### src/rtl/sig_restoring_divider_if.sv
// Operand/result handshake bundle for the significand divider.
// The master drives operands and out_ready; the slave (divider) drives in_ready and results.
interface sig_restoring_divider_if #(
  parameter int WIDTH = 25
);
  logic             in_valid;
  logic             in_ready;
  logic [WIDTH-1:0] dividend;
  logic [WIDTH-1:0] divisor;
  logic             out_valid;
  logic             out_ready;
  logic [WIDTH-1:0] quotient;
  logic [WIDTH-1:0] remainder;
  logic             div_by_zero;

  modport master (
    output in_valid, dividend, divisor, out_ready,
    input  in_ready, out_valid, quotient, remainder, div_by_zero
  );

  modport slave (
    input  in_valid, dividend, divisor, out_ready,
    output in_ready, out_valid, quotient, remainder, div_by_zero
  );
endinterface

### src/rtl/sig_restoring_divider.sv
// Unsigned restoring divider, one quotient bit per cycle; result WIDTH+1 cycles after accept (1 for /0).
// Accepts only in IDLE; result is held in DONE until out_ready, no operand queuing.
module sig_restoring_divider #(
  parameter int WIDTH = 25
) (
  input logic                  clk,
  input logic                  rst_n,
  sig_restoring_divider_if.slave bus
);
  localparam int CW = $clog2(WIDTH);

  typedef enum logic [1:0] {IDLE, RUN, DONE} state_t;

  state_t           state;
  state_t           state_nxt;
  logic [WIDTH-1:0] sreg;
  logic [WIDTH-1:0] dvsr;
  logic [WIDTH-1:0] rem;
  logic [CW-1:0]    cnt;
  logic [WIDTH-1:0] quot_q;
  logic [WIDTH-1:0] rem_q;
  logic             dbz_q;

  logic [WIDTH:0]   r_shift;
  logic [WIDTH:0]   trial;
  logic             q_bit;
  logic [WIDTH-1:0] rem_nxt;
  logic [WIDTH-1:0] sreg_nxt;

  assign bus.in_ready    = (state == IDLE);
  assign bus.out_valid   = (state == DONE);
  assign bus.quotient    = quot_q;
  assign bus.remainder   = rem_q;
  assign bus.div_by_zero = dbz_q;

  // rem < dvsr holds between iterations, so the trial's MSB is exactly the borrow.
  always_comb begin
    r_shift  = {rem, sreg[WIDTH-1]};
    trial    = r_shift - {1'b0, dvsr};
    q_bit    = ~trial[WIDTH];
    rem_nxt  = q_bit ? trial[WIDTH-1:0] : r_shift[WIDTH-1:0];
    sreg_nxt = {sreg[WIDTH-2:0], q_bit};
  end

  always_ff @(posedge clk or negedge rst_n) begin
    if (!rst_n) state <= IDLE;
    else        state <= state_nxt;
  end

  always_comb begin
    state_nxt = state;
    case (state)
      IDLE:    if (bus.in_valid) state_nxt = (bus.divisor == '0) ? DONE : RUN;
      RUN:     if (cnt == '0)    state_nxt = DONE;
      DONE:    if (bus.out_ready) state_nxt = IDLE;
      default: state_nxt = IDLE;
    endcase
  end

  always_ff @(posedge clk or negedge rst_n) begin
    if (!rst_n) begin
      sreg   <= '0;
      dvsr   <= '0;
      rem    <= '0;
      cnt    <= '0;
      quot_q <= '0;
      rem_q  <= '0;
      dbz_q  <= 1'b0;
    end else begin
      case (state)
        IDLE: begin
          if (bus.in_valid) begin
            if (bus.divisor != '0) begin
              sreg <= bus.dividend;
              dvsr <= bus.divisor;
              rem  <= '0;
              cnt  <= CW'(WIDTH - 1);
            end else begin
              quot_q <= '1;
              rem_q  <= bus.dividend;
              dbz_q  <= 1'b1;
            end
          end
        end
        RUN: begin
          sreg <= sreg_nxt;
          rem  <= rem_nxt;
          cnt  <= cnt - CW'(1);
          if (cnt == '0) begin
            quot_q <= sreg_nxt;
            rem_q  <= rem_nxt;
            dbz_q  <= 1'b0;
          end
        end
        default: ;
      endcase
    end
  end
endmodule

### src/flat_wrapper.sv
// flat-port wrapper written by rule: the top's interface ports become plain ports
module sig_restoring_divider_flat 
#(
  parameter int WIDTH = 25
)
  (clk, rst_n, bus_in_valid, bus_dividend, bus_divisor, bus_out_ready, bus_in_ready, bus_out_valid, bus_quotient, bus_remainder, bus_div_by_zero);
  sig_restoring_divider_if #(.WIDTH(WIDTH)) bus_i ();
  input logic clk;
  input logic rst_n;
  input wire logic [$bits(bus_i.in_valid)-1:0] bus_in_valid;
  input wire logic [$bits(bus_i.dividend)-1:0] bus_dividend;
  input wire logic [$bits(bus_i.divisor)-1:0] bus_divisor;
  input wire logic [$bits(bus_i.out_ready)-1:0] bus_out_ready;
  output wire logic [$bits(bus_i.in_ready)-1:0] bus_in_ready;
  output wire logic [$bits(bus_i.out_valid)-1:0] bus_out_valid;
  output wire logic [$bits(bus_i.quotient)-1:0] bus_quotient;
  output wire logic [$bits(bus_i.remainder)-1:0] bus_remainder;
  output wire logic [$bits(bus_i.div_by_zero)-1:0] bus_div_by_zero;
  assign bus_i.in_valid = bus_in_valid;
  assign bus_i.dividend = bus_dividend;
  assign bus_i.divisor = bus_divisor;
  assign bus_i.out_ready = bus_out_ready;
  assign bus_in_ready = bus_i.in_ready;
  assign bus_out_valid = bus_i.out_valid;
  assign bus_quotient = bus_i.quotient;
  assign bus_remainder = bus_i.remainder;
  assign bus_div_by_zero = bus_i.div_by_zero;
  sig_restoring_divider #(.WIDTH(WIDTH)) u_core (.clk(clk), .rst_n(rst_n), .bus(bus_i));
endmodule
### config.mk
export PLATFORM = sky130hd
export DESIGN_NAME = sig_restoring_divider_flat
export DESIGN_NICKNAME = d
export VERILOG_FILES = /design/src/rtl/sig_restoring_divider_if.sv /design/src/rtl/sig_restoring_divider.sv /design/src/flat_wrapper.sv
export SDC_FILE = /design/constraint.sdc
export NUM_CORES = 1
export LEC_CHECK = 0
export ABC_AREA = 1
export CAP_MARGIN = 5
export CORE_MARGIN = 1.5
export CORE_UTILIZATION = 35
export DETAILED_ROUTE_END_ITERATION = 16
export SKIP_LAST_GASP = 1
export SLEW_MARGIN = 20
export SYNTH_ARGS = -nofsm -noshare
export SYNTH_HDL_FRONTEND = slang
export SYNTH_SLANG_ARGS = --single-unit
### constraint.sdc
create_clock -name clk -period 3.1 [get_ports clk]
set_clock_uncertainty 0.2 [all_clocks]
set_input_delay 0.93 -clock clk [delete_from_list [all_inputs] [get_ports clk]]
set_output_delay 0.93 -clock clk [all_outputs]
set_load 0.01 [all_outputs]
==> results of run 1 <==
## cell type report
class	instances	area, sq um	share of cell area [%]
multi-input cells	779	3810	37.1
inverters	200	751	7.30
well taps	285	357	3.47
clock inverters	14	150	1.46
clock buffers	18	439	4.27
flip-flops and latches	133	3330	32.3
repair buffers	149	1450	14.1
## registers in the layout, indices dropped and copies added, names as in the netlist
signal,cells
u_core.bus.quotient,25
u_core.rem,25
u_core.cnt,5
u_core.bus.div_by_zero,1
u_core.state,2
u_core.dvsr,25
u_core.sreg,25
u_core.bus.remainder,25
## routing by layer
metal	routed length (um)	global-route usage, %	vias to the layer above
met4	540	6.82	0
li1	-	-	3832
met2	10000	30.5	172
met1	11200	27.8	3417
met3	972	4.01	30
met5	0	0	-
## cell families (layout without fill, tap and decap cells)
| logic type | count (synthesis) | count (layout) |
|---|---|---|
| buf+inv | 241 | 381 |
| fa+ha+maj | 28 | 28 |
| mux | 1 | 1 |
| flops | 133 | 133 |
| xor+xnor | 15 | 15 |
| simple gates | 633 | 633 |
| compound gates | 102 | 102 |
## stage by stage
step / setup TNS [ps] / cells / power (mW) / hold WS, ps
after global placement: -36120 / 1546 / 9.75 / 273
after global routing: 0 / 1578 / 12.9 / 231
final: 0 / 1578 / 11.8 / 210
after floorplan: 0 / 1153 / 7.54 / 262
after CTS: 0 / 1578 / 11.9 / 219
after detailed placement: -33090 / 1546 / 9.82 / 279
## cells in the mapped netlist, types with 2 or more instances
cell type,number
a21oi_1,13
a31oi_1,2
buf_1,2
buf_2,11
buf_6,9
clkbuf_1,18
dfrtp_1,133
ha_1,27
inv_1,197
inv_2,3
nand2_1,361
nand2_2,2
nand2_4,2
nand3_1,137
nand3_2,9
nand3b_1,3
nand4_1,7
nor2_1,97
nor2_2,2
nor3_1,3
nor4_1,2
o21a_1,22
o21ai_0,54
o21ai_1,5
o21bai_1,2
or2_2,3
xor2_1,15
## how the worst max path moves through the flow
stage | end | from | cells after the start
after floorplan | u_core.sreg[1] | bus_divisor[19] | 9
after global placement | u_core.bus.remainder[1] | bus_divisor[2] | 12
after detailed placement | u_core.bus.remainder[3] | bus_divisor[24] | 13
after CTS | u_core.bus.remainder[3] | bus_divisor[24] | 13
after global routing | u_core.bus.remainder[3] | bus_divisor[2] | 12
final | u_core.bus.remainder[3] | bus_divisor[2] | 12
## power groups by stage
stage / clock [mW] / combinational, mW / sequential, mW
after floorplan: 0 / 4.41 / 3.12
after global placement: 0 / 6.63 / 3.12
after CTS: 2.07 / 6.77 / 3.10
after detailed placement: 0 / 6.71 / 3.11
after global routing: 2.15 / 7.60 / 3.18
final: 2.04 / 6.70 / 3.10
## critical path, stage by stage
cell	delay [ps]
clkdlybuf4s50_1	480
nor3_4	260
nor3b_1	240
nand4_1	180
nand2_1	120
nand3b_1	100
buf_4	210
buf_6	190
nor2_1	130
nand3_1	100
nand2_1	70
inv_1	30
## repair_timing
action                     CTS  global route
setup endpoints to repair   12            14
resized for setup            2             5
hold buffers                 0             0
pin swaps                    0             2
==> impl_metrics.toml, run 1 <==
[final_layout]
layout-drive-gt1-share_pct = 8.20
antenna_cells = 0
final_cell_area_sq_um = 10300
layout_commonest_cell = "nand2_1"
nets = 1362
final_util_pct = 45.4
area_growth_pct = 27.1
final_cell_mix = "nand2_1, inv_1, nand3_1"
fill_cells = 2308

[placement]
place_ws_ps = -524
gp_congestion = 0.870
place_area_sq_um = 9670
io_buffer_count = 106
dp_hpwl_mm = 17.2

[synthesis]
synth_xor_area_share_pct = 1.62
synth_edf_count = 0
synth_top_family_by_area = "simple AND/OR/NAND/NOR gates"
netlist_area_sq_um = 8100
synth-simple-area-share_pct = 33.2
syn_inst = 1153
syn_nets = 1235
yosys_warnings = 0
syn_area_per_cell_sq_um = 7.02
synthTopCellsByArea = "dfrtp_1, nand2_1, inv_1, nand3_1, nor2_1"
synth-adder-area-share_pct = 4.42
ys.flop_type = "dfrtp_1"
yosysTopAreaCellShare_pct = 41.1
ys_ff_latch = 133
synth_seq_area_share_pct = 41.1
synth_cell_types = 39
synthArstFlopShare_pct = 100
synth_compound_area_share_pct = 7.25
synth_mux_area_share_pct = 0.139
yosys.area.top_type = "dfrtp_1"

[clock_network]
clk_path_buf_depth = 2
cts.root.buffer_cell = "clkbuf_16"
clk_latency_ps = 420
tritoncts = "built"
cts_made_buffers = 17
postCtsSetupRepairBufs = 0
clkTransAtPathRegs_ps = 60
clock_sinks = 133
htreeDepth = 4

[hold_path]
hp-class = "in -> async"

[power_and_ir_drop]
pwr-share-comb_pct = 56.6
switching_share_pct = 45.8
p_clk_share_pct = 17.2
p_seq_share_pct = 26.2
power.density_nw_per_um2 = 1150
intPower_mw = 6.41
p_sw_mw = 5.42
peakVddDrop_uv = 443
cellLeakagePower_nw = 5.48

[worst_setup_path]
start_kind = "primary input"
critical_path_class = "in -> reg"
r2r_slack_ps = 330
regToRegEndpoint = "u_core.bus.remainder[14]"
end_kind = "flip-flop"
cp_max_fo = 28
reg2reg_from = "u_core.rem[18]"
worstPathRequired_ps = 3220
r2r_cells = 13
cp.arrival_ps = 3060

[drt]
via_count = 7451
wirelength_mm = 22.8
drt-pass1-iter-count = 4
drtIter0Drc = 439
wl_per_cell_um = 14.4
drc = 0
via_per_inst = 4.72
ant_nets = 0

[die]
die_area_sq_um = 24100
start_util_pct = 35.8
std_cell_rows = 55
die_w_um = 155
io_pins = 107
core_area_sq_um = 22600
dieHeight_um = 155

[sta]
min_period_ps = 2940
rsz0062_at_grt = "false"
slew_headroom_pct = 43.7
worstMarginPinSlew_ps = 844
max_freq_mhz = 341
fin_ws_ps = 164
timing.final.crit_share_pct = 94.7
hold_violations = 0
slew_violations = 0
setup_violations = 0

[global_routing]
grt_pass1_wl_mm = 37.4
grt_antenna_before_repair = 0
track_usage_pct = 19.8
grt_max_degree = 78
grt-ovfl-total = 0
grt_pass1_vias = 7278

[flow_run]
drv_cap = 0

[outcome]
status = "finished, final reports clean"
Note: power is estimated with default switching activity, not from simulation.
==> inputs of run 2 (changes only) <==
--- a/config.mk
+++ b/config.mk
@@ -10,6 +10,7 @@
 export CORE_MARGIN = 1.5
 export CORE_UTILIZATION = 35
 export DETAILED_ROUTE_END_ITERATION = 16
+export REMOVE_ABC_BUFFERS = 1
 export SKIP_LAST_GASP = 1
 export SLEW_MARGIN = 20
 export SYNTH_ARGS = -nofsm -noshare
==> constraint.sdc (replaced) <==
create_clock -name clk -period 2.45 [get_ports clk]
set_clock_uncertainty 0.2 [all_clocks]
set_input_delay 0.735 -clock clk [delete_from_list [all_inputs] [get_ports clk]]
set_output_delay 0.735 -clock clk [all_outputs]
set_load 0.01 [all_outputs]
==> run 2 against run 1 <==
Die area unchanged; sequential power up 25%; sequential cell count unchanged; sequential share of layout area down 5.2 points; utilization up 8.7 points.
==> impl_metrics.toml, run 2 (synthesized netlist as in run 1, its figures left out) <==
[hold_path]
hp-class = "reg -> reg"

[clock_network]
clk_latency_ps = 430
clk_path_buf_depth = 2
clock_sinks = 133
htreeDepth = 4
tritoncts = "built"
cts_made_buffers = 17
clkTransAtPathRegs_ps = 60
cts.root.buffer_cell = "clkbuf_16"

[placement]
io_buffer_count = 106
dp_hpwl_mm = 17.2
place_area_sq_um = 10400
gp_congestion = 0.944

[global_routing]
grt_max_degree = 78
grt_pass1_wl_mm = 40.7
track_usage_pct = 21.8
grt-ovfl-total = 0
grt_pass1_vias = 7834
grt_antenna_before_repair = 0

[final_layout]
antenna_cells = 0
nets = 1484
layout-drive-gt1-share_pct = 27.1
area_growth_pct = 51.4
final_cell_mix = "nand2_1, inv_1, buf_4"
layout_commonest_cell = "nand2_1"
final_cell_area_sq_um = 12300

[die]
dieHeight_um = 155
io_pins = 107
std_cell_rows = 55
die_area_sq_um = 24100
start_util_pct = 35.8
die_w_um = 155
core_area_sq_um = 22600

[drt]
drt-pass1-iter-count = 5
drc = 0
via_per_inst = 4.74
via_count = 8061
wl_per_cell_um = 15.3
ant_nets = 0
drtIter0Drc = 461
wirelength_mm = 26.0

[power_and_ir_drop]
peakVddDrop_uv = 826
power.density_nw_per_um2 = 1530
cellLeakagePower_nw = 6.37

[sta]
min_period_ps = 2390
setup_violations = 0
slew_violations = 0
slew_headroom_pct = 60.7
rsz0062_at_grt = "true"
worstMarginPinSlew_ps = 590
timing.final.crit_share_pct = 97.6
hold_violations = 0
max_freq_mhz = 418
fin_tns_setup_ps = 0

[worst_setup_path]
critical_path_class = "in -> reg"
start_kind = "primary input"
end_kind = "flip-flop"
cp.arrival_ps = 2520
cp_max_fo = 7
worstPathRequired_ps = 2580

[outcome]
status = "finished, final reports clean"

[flow_run]
drv_cap = 0
==> run 2: cell type report <==
type | count | area [sq um]
Sequential cell | 133 | 3330
Tap cell | 285 | 357
Multi-Input combinational cell | 780 | 4640
Timing Repair Buffer | 270 | 2570
Fill cell | 2146 | 10400
Clock inverter | 9 | 126
Inverter | 200 | 753
Clock buffer | 22 | 474
==> run 2: critical path, stage by stage <==
cell,delay (ps)
dlygate4sd2_1,240
nor4_1,280
buf_4,190
nand4_1,130
nand2_1,120
nand3b_1,130
buf_12,210
clkbuf_16,170
nor2_1,80
nand3_1,90
nand2_1,80
inv_1,40
==> run 2: worst paths after layout <==
| kind | depth (start not counted) | slack (ps) | start | to |
|---|---|---|---|---|
| worst max-delay path | 12 | 60 | bus_divisor[5] | u_core.bus.remainder[1] |
| worst min-delay path | 2 | 290 | u_core.bus.quotient[18] | u_core.bus.quotient[18] |
| worst max register to register | 14 | 70 | u_core.rem[14] | u_core.bus.remainder[10] |
| worst min register to register | 2 | 290 | u_core.bus.quotient[18] | u_core.bus.quotient[18] |
| max in group asynchronous | 3 | 870 | rst_n | u_core.bus.quotient[4] |
| min in group asynchronous | 2 | 550 | rst_n | u_core.bus.quotient[16] |
==> run 2: per-layer routing <==
| metal | share of wire [%] | routed length, um | vias to the layer above | track usage (%) |
|---|---|---|---|---|
| met1 | 48 | 12500 | 3775 | 30.7 |
| met3 | 3.6 | 945 | 34 | 2.98 |
| met2 | 47 | 12100 | 167 | 34.8 |
| met4 | 1.7 | 453 | 0 | 6.18 |
| li1 | - | - | 4085 | - |
| met5 | 0 | 0 | - | 0 |
==> run 2: what timing repair did <==
item	CTS	global route
gates resized for setup	78	176
cloned	5	3
buffers inserted	8	9
setup endpoints to repair	135	90
hold endpoints to repair	10	0
hold buffers	1	0
pin swaps	22	63
==> run 2: power breakdown <==
group          internal (mW)  switching, mW  total, mW  leakage [nW]
registers               3.26          0.622       3.88          1.59
logic                   5.57           6.63       12.2          4.49
clock network           1.67           1.00       2.67         0.296
total                   10.5           8.26       18.8          6.37
==> run 2: stage by stage <==
step / hold slack, ps / worst slack [ps] / std cells / total power [mW] / utilization [%]
after floorplan: 239 / -2930 / 1112 / 9.23 / -
after global placement: 270 / -1110 / 1644 / 13.5 / 46.1
after detailed placement: 276 / -1090 / 1644 / 13.6 / 46.1
after CTS: 291 / -35.6 / 1687 / 17.3 / 50.3
after global routing: 306 / -48.1 / 1699 / 20.3 / 54.1
final: 287 / 59.9 / 1699 / 18.8 / 54.1
